<file path="config.mk">
export PLATFORM = sky130hd
export DESIGN_NAME = alu_arbiter
export DESIGN_NICKNAME = d
export VERILOG_FILES = /design/src/rtl/alu_pkg.sv /design/src/rtl/alu.sv /design/src/rtl/rr_arb2.sv /design/src/rtl/alu_arbiter.sv
export SDC_FILE = /design/constraint.sdc
export NUM_CORES = 1
export LEC_CHECK = 0
export ABC_AREA = 1
export CAP_MARGIN = 30
export CORE_MARGIN = 2
export CORE_UTILIZATION = 58
export CTS_CLUSTER_DIAMETER = 80
export CTS_CLUSTER_SIZE = 20
export DETAILED_ROUTE_END_ITERATION = 7
export GPL_TIMING_DRIVEN = 0
export PLACE_DENSITY_LB_ADDON = 0.2
export SYNTH_ARGS = -nofsm -noshare
export SYNTH_HDL_FRONTEND = slang
export SYNTH_SLANG_ARGS = --single-unit
</file>
<file path="constraint.sdc">
create_clock -name clk -period 5.8 [get_ports clk]
set_input_delay 1.16 -clock clk [delete_from_list [all_inputs] [get_ports clk]]
set_output_delay 1.16 -clock clk [all_outputs]
set_load 0.01 [all_outputs]
</file>
<file path="src/rtl/alu_pkg.sv">
// Shared opcode constants, arbiter FSM state type and opcode legality helper
// for the ALU arbiter slice.
package alu_pkg;

  localparam logic [3:0] OP_ADD        = 4'b0000;
  localparam logic [3:0] OP_SUB        = 4'b0001;
  localparam logic [3:0] OP_AND        = 4'b0010;
  localparam logic [3:0] OP_OR         = 4'b0011;
  localparam logic [3:0] OP_XOR        = 4'b0100;
  localparam logic [3:0] OP_SHL        = 4'b0101;
  localparam logic [3:0] OP_SHR        = 4'b0110;
  localparam logic [3:0] OP_LAST_LEGAL = 4'b0110;

  typedef enum logic [1:0] {
    IDLE = 2'd0,
    EXEC = 2'd1,
    RESP = 2'd2
  } state_t;

  function automatic logic op_illegal(input logic [3:0] op);
    return (op > OP_LAST_LEGAL);
  endfunction

endpackage

</file>
<file path="src/rtl/alu.sv">
// Combinational ALU: wrapping add/sub, bitwise logic and 1-bit shifts.
// For SUB, carry reports an unsigned borrow; shifts report the bit shifted out.
module alu
  import alu_pkg::*;
#(
  parameter int WIDTH = 16
) (
  input  logic [WIDTH-1:0] a,
  input  logic [WIDTH-1:0] b,
  input  logic [3:0]       op,
  output logic [WIDTH-1:0] result,
  output logic             carry,
  output logic             overflow,
  output logic             zero
);

  always_comb begin
    result   = '0;
    carry    = 1'b0;
    overflow = 1'b0;
    case (op)
      OP_ADD: begin
        {carry, result} = {1'b0, a} + {1'b0, b};
        overflow = (a[WIDTH-1] == b[WIDTH-1]) && (result[WIDTH-1] != a[WIDTH-1]);
      end
      OP_SUB: begin
        {carry, result} = {1'b0, a} - {1'b0, b};
        overflow = (a[WIDTH-1] != b[WIDTH-1]) && (result[WIDTH-1] != a[WIDTH-1]);
      end
      OP_AND: result = a & b;
      OP_OR:  result = a | b;
      OP_XOR: result = a ^ b;
      OP_SHL: begin
        result = {a[WIDTH-2:0], 1'b0};
        carry  = a[WIDTH-1];
      end
      OP_SHR: begin
        result = {1'b0, a[WIDTH-1:1]};
        carry  = a[0];
      end
      default: result = '0;
    endcase
  end

  assign zero = (result == '0);

endmodule

</file>
<file path="src/rtl/rr_arb2.sv">
// Two-way round-robin arbiter: the pointer names the requester favoured on a
// tie and flips to the other side whenever a grant is taken.
module rr_arb2 (
  input  logic       clk,
  input  logic       rst,
  input  logic [1:0] req,
  input  logic       advance,
  output logic       gnt,
  output logic       gnt_valid
);

  logic rr_ptr;

  always_comb begin
    gnt_valid = |req;
    gnt       = (req == 2'b11) ? rr_ptr : req[1];
  end

  always_ff @(posedge clk or posedge rst) begin
    if (rst) begin
      rr_ptr <= 1'b0;
    end else if (advance) begin
      rr_ptr <= ~gnt;
    end
  end

endmodule

</file>
<file path="src/rtl/alu_arbiter.sv">
// Shares one ALU between two valid/ready requesters with round-robin grants
// and a single-entry, ID-tagged response buffer with backpressure.
module alu_arbiter
  import alu_pkg::*;
#(
  parameter int WIDTH = 16,
  parameter int NREQ  = 2
) (
  input  logic                  clk,
  input  logic                  rst,
  input  logic [NREQ-1:0]       req_valid,
  output logic [NREQ-1:0]       req_ready,
  input  logic [NREQ*WIDTH-1:0] req_a,
  input  logic [NREQ*WIDTH-1:0] req_b,
  input  logic [NREQ*4-1:0]     req_op,
  output logic                  rsp_valid,
  input  logic                  rsp_ready,
  output logic                  rsp_id,
  output logic [WIDTH-1:0]      rsp_result,
  output logic                  rsp_carry,
  output logic                  rsp_overflow,
  output logic                  rsp_zero,
  output logic                  rsp_err,
  output logic                  busy,
  output logic [15:0]           op_count
);

  state_t           state;
  logic [WIDTH-1:0] a_q, b_q;
  logic [3:0]       op_q;
  logic             id_q;

  logic             gnt, gnt_valid, accept;
  logic [WIDTH-1:0] sel_a, sel_b;
  logic [3:0]       sel_op;
  logic [WIDTH-1:0] alu_result;
  logic             alu_carry, alu_overflow, alu_zero;

  assign accept = (state == IDLE) && gnt_valid;

  rr_arb2 u_arb (
    .clk       (clk),
    .rst       (rst),
    .req       (req_valid),
    .advance   (accept),
    .gnt       (gnt),
    .gnt_valid (gnt_valid)
  );

  assign sel_a  = gnt ? req_a[WIDTH +: WIDTH] : req_a[0 +: WIDTH];
  assign sel_b  = gnt ? req_b[WIDTH +: WIDTH] : req_b[0 +: WIDTH];
  assign sel_op = gnt ? req_op[4 +: 4]        : req_op[0 +: 4];

  alu #(.WIDTH(WIDTH)) u_alu (
    .a        (a_q),
    .b        (b_q),
    .op       (op_q),
    .result   (alu_result),
    .carry    (alu_carry),
    .overflow (alu_overflow),
    .zero     (alu_zero)
  );

  // Ready is offered only to the current grant candidate and never under reset.
  always_comb begin
    req_ready = '0;
    if (!rst && accept) begin
      req_ready[gnt] = 1'b1;
    end
  end

  assign busy = (state != IDLE);

  always_ff @(posedge clk or posedge rst) begin
    if (rst) begin
      state        <= IDLE;
      a_q          <= '0;
      b_q          <= '0;
      op_q         <= '0;
      id_q         <= 1'b0;
      rsp_valid    <= 1'b0;
      rsp_id       <= 1'b0;
      rsp_result   <= '0;
      rsp_carry    <= 1'b0;
      rsp_overflow <= 1'b0;
      rsp_zero     <= 1'b0;
      rsp_err      <= 1'b0;
      op_count     <= '0;
    end else begin
      case (state)
        IDLE: begin
          if (accept) begin
            a_q   <= sel_a;
            b_q   <= sel_b;
            op_q  <= sel_op;
            id_q  <= gnt;
            state <= EXEC;
          end
        end
        EXEC: begin
          rsp_valid <= 1'b1;
          rsp_id    <= id_q;
          // Illegal opcodes report a clean zero result regardless of the ALU.
          if (op_illegal(op_q)) begin
            rsp_result   <= '0;
            rsp_carry    <= 1'b0;
            rsp_overflow <= 1'b0;
            rsp_zero     <= 1'b0;
            rsp_err      <= 1'b1;
          end else begin
            rsp_result   <= alu_result;
            rsp_carry    <= alu_carry;
            rsp_overflow <= alu_overflow;
            rsp_zero     <= alu_zero;
            rsp_err      <= 1'b0;
          end
          state <= RESP;
        end
        RESP: begin
          if (rsp_ready) begin
            rsp_valid <= 1'b0;
            op_count  <= op_count + 16'd1;
            state     <= IDLE;
          end
        end
        default: state <= IDLE;
      endcase
    end
  end

endmodule

</file>
==> summary.txt, run 1 <==
Layout
  • Most frequent cells in the layout: 219 x nand2_1, 166 x inv_1, 122 x nand3_1
  • Share of layout cells above drive strength 1: approximately 5.9%
  • Commonest non-fill, non-tap cell in the layout: nand2_1
  • Share of the core filled with cells: between 70% and 80%
  • Footprint of the multi-input gates: 3680 um^2
  • FILL cells: ~890
  • FF/Latch Area: ~2000 um^2
  • Nets: about 1200
  • Diodes inserted: 0
  • Synthesis-to-layout area growth: 24.3%

Clocking
  • Clock Tree Buf Depth: 2
  • H-tree levels: 3
  • Setup bufs post-CTS: 0
  • Reg clk slew, reported paths: 0.08 ns
  • CTS sink count: 78
  • PostCTS Resize Cnt: 0
  • TritonCTS Buffers: 9
  • Root Buffer: clkbuf_8
  • CTS tree: done
  • Later-pin clock latency in the skew report: between 0.3 and 0.4 ns
  • CTS Hold Bufs: 0

Drt
  • WL per Instance: around 17 um
  • ANT nets after route: 0
  • Via-to-Cell Ratio: 5.59
  • Total wire length: between 20 and 25 mm
  • Initial DRC Count: approximately 750
  • Initial DRT Pass Iterations: 6
  • Drt drc: 0
  • Vias: a little under 7000

Power
  • VDD IR-drop max: 0.312 mV
  • PwrDens: 602 nW/um^2
  • Leak: between 4 and 5 nW

Setup path
  • Slowest cell on crit path: clkdlybuf4s50_1
  • CP Capture Type: output port
  • Crit path required time: between 4 and 5 ns
  • Worst-path cell chain: clkdlybuf4s50_1 > a21boi_0 > clkbuf_1 > clkbuf_1 > nand2_1 > nor2_1 > clkdlybuf4s50_1
  • CP peak stage delay: roughly 0.54 ns
  • Critical Path AT: 3.51 ns
  • Startpoint types: primary input
  • Worst-path fanout max: 10
  • Setup CP Type: primary input to output port

Global routing
  • Vias in the first global route: 6361
  • M2 GR Usage: 53.3%
  • Met1 Use GR: about 50%
  • Largest net degree at the start of global routing: 50
  • GRT Max-Usage Layer: met2
  • Met3 usage: between 4 and 5%
  • Initial antenna violation count: 0
  • First-pass GRT wire length: approximately 32 mm
  • Total gr overflow: 0
  • Gr usage total: between 30% and 40%

Yosys
  • Mapped Cells: between 900 and 1000
  • Register area share after synthesis: between 30% and 40%
  • Post-synthesis mux area share: less than 1%
  • Mapped Nets: 1086
  • Xor/xnor share of the synthesized area: 2.30%
  • Post-Synth Adder-Cell Area: between 10% and 20%
  • Largest family of logic cells by synthesized area: simple AND/OR/NAND/NOR gates
  • Synth Cell Area: 6470 um^2
  • Post-synthesis sequential element count: 78
  • Post-Synth Simple-Gate Area: about a third
  • Post-synthesis compound-gate area fraction: roughly an eighth
  • Synth warn: 0
  • Syn_area_per_cell: 6.77 um^2
  • Unique masters post-synth: 37

Timing
  • RSZ-0062 raised after global routing: no
  • Final setup vio count: 0
  • Period utilization: 80.5%
  • Achievable frequency: ~210 MHz
  • Hold Fails Final Rpt: 0
  • Slew HR: between 60 and 70%
  • Slew Limit Fails: 0
  • Actual slew at the worst max-slew pin: between 0.5 and 0.6 ns
  • Setup_tns: 0 ns
  • Min cycle time layout: 4.67 ns
  • Clk_skew: 0.00795 ns

Die
  • Starting density of the core: 59.7%
  • Num rows: 38
  • Core box area: around 11000 um^2
  • Die area: between 10000 and 15000 um^2
  • I/O Pins: about 120
  • Die Wd: around 110 um
  • Die height: 110 um

Place
  • IO buf count: 117
  • Routability Congestion: approximately 0.96
  • Hpwl dp: approximately 16 mm

Status
  • Status: finished clean

Min path
  • Worst min path class: flop to flop

Job
  • Max_cap viols: 0
-- logic make-up after synthesis --
group / count (synthesis)
AO/OA/AOI/OAI: 115
XOR/XNOR: 17
adder cells (fa/ha/maj): 54
buffers and inverters: 210
flip-flops: 78
multiplexers: 1
AND/OR/NAND/NOR: 480
-- layout make-up --
class | instances | share of cell area (%)
well taps | 140 | 2.18
repair buffers | 118 | 14.9
plain buffers | 38 | 2.40
multi-input cells | 667 | 45.7
inverters | 172 | 8.06
clock inverters | 5 | 0.731
clock buffers | 10 | 1.71
flip-flops and latches | 78 | 24.3
-- Yosys cell counts, drive strengths merged --
cell,instances,share of area [%]
fa,2,0.62
nand2,223,13
a21oi,23,1.8
ha,52,10
nand4,7,0.68
nor2,105,6.5
o21ai,28,2.2
mux2,1,0.17
a21o,1,0.12
nand3,125,9.9
o21bai,2,0.23
nand3b,2,0.23
inv,172,10
o31ai,1,0.12
xor2,11,1.5
nor3,15,1.2
o22ai,21,2.0
dfrtp,78,30
or2,1,0.097
a21boi,2,0.23
buf,24,2.2
o211ai,1,0.12
and2,2,0.19
clkbuf,14,0.81
o221ai,36,4.9
xnor2,6,0.81
-- flip-flops by register name, summed over array words and instances, names as in the netlist, 2 cells and up --
signal,cells
a_q,16
op_q,4
b_q,16
state,2
rsp_result,16
op_count,16
-- routing by layer --
metal / wire [um] / vias to the layer above
met5: 0 / -
met4: 656 / 0
met3: 1690 / 37
met2: 8890 / 330
met1: 9140 / 3180
li1: - / 3320
-- stage by stage --
stage	std cells	hold slack, ns	worst slack [ns]	power (mW)	cell area, um^2
2_1_floorplan	955	0.502	2.47	3.26	6470
4_1_cts	1228	0.494	1.13	4.76	8040
3_3_place_gp	1212	0.460	1.19	4.26	7820
5_1_grt	1228	0.503	0.979	5.27	8040
6_report	1228	0.490	1.13	4.84	8040
3_5_place_dp	1213	0.465	1.17	4.32	7850
-- report_power, final --
part | leakage [nW] | internal [mW] | switching (mW)
logic | 3.05 | 1.17 | 2.30
clock network | 0.0948 | 0.209 | 0.209
registers | 0.987 | 0.761 | 0.193
total | 4.13 | 2.14 | 2.70
-- critical path, delay by kind of cell --
kind / cells / cell delay, ns
buf+inv: 4 / 1.82
compound gates: 1 / 0.21
simple gates: 2 / 0.32
-- path summary, 6_finish.rpt --
path,endpoint,slack (ns),start,depth (start not counted)
worst max-delay path,req_ready[1],1.13,req_valid[1],7
worst min-delay path,rsp_result[12],0.49,rsp_result[12],2
worst max register to register,rsp_zero,3.16,a_q[0],17
worst min register to register,rsp_result[12],0.49,rsp_result[12],2
max in group asynchronous,a_q[0],3.98,rst,3
min in group asynchronous,op_count[12],1.24,rst,2
(Power assumes the default switching activity.)
==> run 2, diff against run 1 <==
--- a/config.mk
+++ b/config.mk
@@ -8,7 +8,7 @@
 export ABC_AREA = 1
 export CAP_MARGIN = 30
 export CORE_MARGIN = 2
-export CORE_UTILIZATION = 58
+export CORE_UTILIZATION = 54
 export CTS_CLUSTER_DIAMETER = 80
 export CTS_CLUSTER_SIZE = 20
 export DETAILED_ROUTE_END_ITERATION = 7
==> constraint.sdc (replaced) <==
create_clock -name clk -period 4.7 [get_ports clk]
set_input_delay 0.94 -clock clk [delete_from_list [all_inputs] [get_ports clk]]
set_output_delay 0.94 -clock clk [all_outputs]
set_load 0.01 [all_outputs]
==> summary.txt, run 2 (synthesis gave the netlist of run 1 again) <==
Die
  • Die Wd: 113 um (+3.5%)
  • Core box area: 11600 um^2 (+6.7%)
  • Num rows: 39 (+2.6%)
  • Die area: 12900 um^2 (+7.1%)
  • Die height: 113 um (+3.5%)
  • I/O Pins: 118 (unchanged)
  • Starting density of the core: 55.9% (-3.7 points)

Clocking
  • CTS tree: done
  • Setup bufs post-CTS: 0 (unchanged)
  • Later-pin clock latency in the skew report: 0.36 ns (about the same)
  • TritonCTS Buffers: 9 (unchanged)
  • Clock Tree Buf Depth: 2 (unchanged)
  • Root Buffer: clkbuf_16
  • CTS sink count: 78 (unchanged)
  • Reg clk slew, reported paths: 0.06 ns (-0.02 ns)
  • H-tree levels: 3 (unchanged)
  • CTS Hold Bufs: 0 (unchanged)
  • PostCTS Resize Cnt: 0 (unchanged)

Layout
  • Nets: 1215 (unchanged)
  • Commonest non-fill, non-tap cell in the layout: nand2_1
  • Share of the core filled with cells: 70.1% (-4.1 points)
  • Most frequent cells in the layout: 219 x nand2_1, 166 x inv_1, 122 x nand3_1
  • Diodes inserted: 0 (unchanged)
  • Synthesis-to-layout area growth: 25.3%
  • Post-route design area: 8110 um^2 (+0.81%)
  • Share of layout cells above drive strength 1: 5.88% (unchanged)
  • Non-Filler Instances: 1231 (+0.24%)

Setup path
  • Startpoint types: primary input
  • Setup CP Type: primary input to output port
  • Slowest cell on crit path: clkdlybuf4s50_1
  • Critical R2R Capture: rsp_zero
  • Worst-path cell chain: clkdlybuf4s50_1 > a21boi_0 > clkbuf_1 > clkbuf_1 > nand2_1 > nor2_1 > clkdlybuf4s50_1
  • Reg2reg setup slack: 2.10 ns (-1.06 ns)
  • CP peak stage delay: 0.55 ns (about the same)
  • Critical Path AT: 3.29 ns (-0.22 ns)
  • CP Capture Type: output port
  • R2R Path Start: b_q[0]
  • Path depth of the worst reg2reg path: 18 (+1)
  • Worst-path fanout max: 10 (unchanged)
  • Crit path required time: 3.76 ns (-0.88 ns)

Drt
  • Vias: 6758 (-1.6%)
  • Drt drc: 0 (unchanged)
  • ANT nets after route: 0 (unchanged)
  • WL per Instance: 16.1 um (-2.8%)
  • Total wire length: 19.9 mm (-2.5%)
  • Initial DRT Pass Iterations: 7 (+1)
  • Initial DRC Count: 594 (-21%)
  • Via-to-Cell Ratio: 5.49 (-1.8%)

Power
  • Sequential share of power: 19.2% (-0.5 points)
  • Clk network pwr share: 10.7% (+2.1 points)
  • Gate power share: 70.1% (-1.6 points)
  • Switching Share: 54.7% (-1.0 points)
  • PwrDens: 746 nW/um^2 (+24%)
  • VDD IR-drop max: 0.375 mV (+20%)
  • P_int: 2.74 mW (+28%)
  • Leak: 4.17 nW (+0.80%)
  • NetSw: 3.31 mW (+23%)

Min path
  • Hold Path Sink: rsp_result[1]
  • Min-delay src: rsp_result[1]
  • Worst min path class: flop to flop
  • Hold depth: 1 (-1)

Timing
  • Min cycle time layout: roughly 4.2 ns
  • Slew HR: 56.9% (-7.2 points)
  • Achievable frequency: around 240 MHz
  • Setup_tns: 0 ns (unchanged)
  • Period utilization: around 90%
  • Final setup vio count: 0 (unchanged)
  • Actual slew at the worst max-slew pin: 0.647 ns (+0.108 ns)
  • Clk_skew: 0.00997 ns (+0.00202 ns)
  • Hold Fails Final Rpt: 0 (unchanged)
  • Slew Limit Fails: 0 (unchanged)
  • RSZ-0062 raised after global routing: no

Global routing
  • Vias in the first global route: 6359 (-0.031%)
  • Initial antenna violation count: 0 (unchanged)
  • Total gr overflow: 0 (unchanged)
  • Gr usage total: 31.8% (-3.3 points)
  • Largest net degree at the start of global routing: 43 (-14%)
  • First-pass GRT wire length: 32.3 mm (+0.45%)

Place
  • Hpwl dp: 16.1 mm (-1.9%)
  • Cell area after placement: 7840 um^2 (about the same)
  • IO buf count: 117 (unchanged)
  • Placed insts: 1216 (+0.25%)
  • Routability Congestion: 0.972 (+1.3%)

Status
  • Status: finished clean

Job
  • Max_cap viols: 0 (unchanged)
==> run 2: cell types whose count changed in the layout (fill, tap and decap cells not counted) <==
| cell | delta |
|---|---|
| clkinvlp_4 | -1 |
| clkinv_4 | +2 |
| clkinv_2 | +2 |
| buf_16 | -1 |
| clkbuf_16 | +9 |
| buf_12 | +1 |
| bufinv_16 | -1 |
| clkbuf_8 | -10 |
| inv_6 | -1 |
==> run 2: how the worst max path moves through the flow <==
| stage | start | depth (start not counted) | slack [ns] | endpoint |
|---|---|---|---|---|
| 6_report | req_valid[1] | 7 | 0.47 | req_ready[1] |
| 3_5_place_dp | req_valid[1] | 7 | 0.54 | req_ready[1] |
| 5_1_grt | req_valid[1] | 7 | 0.31 | req_ready[1] |
| 4_1_cts | req_valid[1] | 7 | 0.52 | req_ready[1] |
| 2_1_floorplan | rst | 1 | 1.76 | a_q[0] |
| 3_3_place_gp | rst | 2 | 0.46 | a_q[2] |
==> run 2: worst max-delay path: cells and delay by family <==
kind	cells	cell delay, ns
AO/OA/AOI/OAI	1	0.22
buffers and inverters	4	1.85
AND/OR/NAND/NOR	2	0.28
==> run 2: area by class of cell <==
class | count | area (um^2)
plain buffers | 38 | 193
clock buffers | 9 | 225
clock inverters | 6 | 40.0
fillers | 1016 | 3460
inverters | 172 | 648
multi-input cells | 667 | 3680
flip-flops and latches | 78 | 1950
well taps | 143 | 179
repair buffers | 118 | 1190
==> run 2: power groups by stage <==
| stage | registers (mW) | logic, mW | clock network [mW] |
|---|---|---|---|
| after global routing | 1.19 | 4.73 | 0.677 |
| after floorplan | 1.16 | 2.86 | 0 |
| after detailed placement | 1.17 | 4.14 | 0 |
| after global placement | 1.16 | 4.09 | 0 |
| after CTS | 1.16 | 4.17 | 0.647 |
| final | 1.16 | 4.24 | 0.650 |
==> run 2: per-layer routing <==
layer  up-vias  routed length [um]  GRT usage, %
met1      3053                8660          43.3
met5         -                   0             0
met3        57                1770          6.64
li1       3329                   -             -
met4         0                 716          13.8
met2       319                8720          49.4
==> run 2: stage by stage <==
step           power [mW]  hold WS [ns]  setup WS [ns]
2_1_floorplan        4.03         0.502           1.76
4_1_cts              5.97         0.478          0.519
3_5_place_dp         5.31         0.465          0.539
3_3_place_gp         5.25         0.461          0.462
5_1_grt              6.60         0.500          0.310
6_report             6.05         0.470          0.471
==> run 3, diff against run 2 <==
--- a/config.mk
+++ b/config.mk
@@ -6,8 +6,7 @@
 export NUM_CORES = 1
 export LEC_CHECK = 0
 export ABC_AREA = 1
-export CAP_MARGIN = 30
-export CORE_MARGIN = 2
+export CORE_MARGIN = 4
 export CORE_UTILIZATION = 54
 export CTS_CLUSTER_DIAMETER = 80
 export CTS_CLUSTER_SIZE = 20
==> summary.txt, run 3 (synthesis gave the netlist of run 1 again) <==
Status
  • Status: finished clean

Timing
  • Achievable frequency: 236 MHz (about the same)
  • Setup_tns: 0 ns (unchanged)
  • Hold Fails Final Rpt: 0 (unchanged)
  • Slew Limit Fails: 0 (unchanged)
  • Clk_skew: 0.0113 ns (+0.00138 ns)
  • Actual slew at the worst max-slew pin: 0.734 ns (+0.0864 ns)
  • Slew HR: 50.6% (-6.3 points)
  • Period utilization: 90.0% (about the same)
  • Final setup vio count: 0 (unchanged)
  • Min cycle time layout: 4.23 ns (+0.00269 ns)
  • WHS: 0.479 ns (+0.00906 ns)
  • RSZ-0062 raised after global routing: no

Drt
  • Drt drc: 0 (unchanged)
  • Vias: 6798 (+0.59%)
  • Via-to-Cell Ratio: 5.52 (+0.51%)
  • Initial DRC Count: 555 (-6.6%)
  • ANT nets after route: 0 (unchanged)
  • Initial DRT Pass Iterations: 5 (-2)
  • WL per Instance: 17.0 um (+5.1%)
  • Total wire length: 20.9 mm (+5.2%)

Place
  • Hpwl dp: 16.7 mm (+3.7%)
  • Routability Congestion: 0.955 (-1.7%)
  • IO buf count: 117 (unchanged)

Clocking
  • Clock Tree Buf Depth: 2 (unchanged)
  • TritonCTS Buffers: 9 (unchanged)
  • CTS sink count: 78 (unchanged)
  • Later-pin clock latency in the skew report: 0.36 ns (about the same)
  • H-tree levels: 3 (unchanged)
  • Setup bufs post-CTS: 0 (unchanged)
  • Reg clk slew, reported paths: 0.07 ns (about the same)
  • PostCTS Resize Cnt: 0 (unchanged)
  • CTS Hold Bufs: 0 (unchanged)
  • Root Buffer: clkbuf_16
  • CTS tree: done

Layout
  • Share of layout cells above drive strength 1: 5.88% (about the same)
  • Nets: 1215 (unchanged)
  • FF/Latch Area: 1950 um^2 (unchanged)
  • Most frequent cells in the layout: 219 x nand2_1, 166 x inv_1, 122 x nand3_1
  • Footprint of the multi-input gates: 3680 um^2 (unchanged)
  • FILL cells: 1016 (unchanged)
  • Synthesis-to-layout area growth: 26.0%
  • Commonest non-fill, non-tap cell in the layout: nand2_1
  • Diodes inserted: 0 (unchanged)

Die
  • I/O Pins: 118 (unchanged)
  • Core box area: 11600 um^2 (unchanged)
  • Starting density of the core: 55.9% (unchanged)
  • Die height: 117 um (+3.5%)
  • Die area: 13800 um^2 (+7.2%)
  • Die Wd: 117 um (+3.5%)
  • Num rows: 39 (unchanged)

Setup path
  • R2R Path Start: a_q[0]
  • Setup CP Type: primary input to output port
  • Crit path required time: 3.76 ns (about the same)
  • Reg2reg setup slack: 1.96 ns (-0.14 ns)
  • Path depth of the worst reg2reg path: 17 (-1)
  • Critical R2R Capture: rsp_zero
  • Worst setup path startpoint: req_valid[1]
  • Startpoint types: primary input
  • CP Capture Type: output port
  • Critical Path AT: 3.29 ns (about the same)
  • Worst-path fanout max: 10 (unchanged)

Power
  • Leak: 4.18 nW (+0.40%)
  • VDD IR-drop max: 0.387 mV (+3.2%)
  • PwrDens: 758 nW/um^2 (+1.6%)

Min path
  • Worst min path class: flop to flop
  • Hold Path Sink: rsp_result[1]
  • Hold depth: 1 (unchanged)
  • Min-delay src: rsp_result[1]

Global routing
  • Initial antenna violation count: 0 (unchanged)
  • Vias in the first global route: 6536 (+2.8%)
  • Largest net degree at the start of global routing: 48 (+12%)
  • Gr usage total: 30.5% (-1.4 points)
  • Total gr overflow: 0 (unchanged)
  • First-pass GRT wire length: 33.8 mm (+4.6%)

Job
  • Max_cap viols: 0 (unchanged)
[run 3: cell types whose count changed in the layout (fill, tap and decap cells not counted), sizes merged]
| cell | change |
|---|---|
| clkbuf | +1 |
| inv | +1 |
| bufinv | +1 |
| clkinv | -2 |
[run 3: critical path, stage by stage]
cell and delay, ns:
clkdlybuf4s50_1 0.47, a21boi_0 0.20, clkbuf_1 0.42, clkbuf_1 0.43, nand2_1 0.15, nor2_1 0.11
clkdlybuf4s50_1 0.55
[run 3: cell type report]
class / instances / share of cell area [%]
clock inverters: 6 / 0.875
inverters: 172 / 7.95
plain buffers: 38 / 2.36
flip-flops and latches: 78 / 24.0
multi-input cells: 667 / 45.1
repair buffers: 118 / 14.7
clock buffers: 10 / 2.81
well taps: 143 / 2.20
[run 3: power by group]
part / total, mW / switching [mW] / internal, mW
Clock: 0.737 / 0.320 / 0.417
Combinational: 4.28 / 2.84 / 1.44
Sequential: 1.16 / 0.219 / 0.941
Total: 6.18 / 3.37 / 2.80
[run 3: stage by stage]
stage | setup WS (ns) | cell area [um^2] | power [mW] | utilization (%) | instances
CTS | 0.482 | 8150 | 6.09 | 70.5 | 1232
floorplan | 1.76 | 6470 | 4.03 | - | 955
detailed placement | 0.502 | 7850 | 5.33 | 67.9 | 1216
global route | 0.272 | 8150 | 6.72 | 70.5 | 1232
finish | 0.468 | 8150 | 6.18 | 70.5 | 1232
global placement | 0.475 | 7820 | 5.27 | 67.6 | 1215
[run 3: per-layer routing]
layer | part of all wire, % | vias to the layer above | global-route usage (%)
li1 | - | 3330 | -
met1 | 43 | 3134 | 41.1
met2 | 46 | 292 | 49.5
met3 | 8.1 | 42 | 5.81
met4 | 2.4 | 0 | 10.2
met5 | 0 | - | 0
[run 3: worst max-delay path by stage]
stage | endpoint | slack, ns | depth (start not counted)
after global placement | rsp_result[1] | 0.48 | 2
after global routing | req_ready[1] | 0.27 | 7
after CTS | req_ready[1] | 0.48 | 7
final | req_ready[1] | 0.47 | 7
after floorplan | a_q[0] | 1.76 | 1
after detailed placement | req_ready[1] | 0.50 | 7
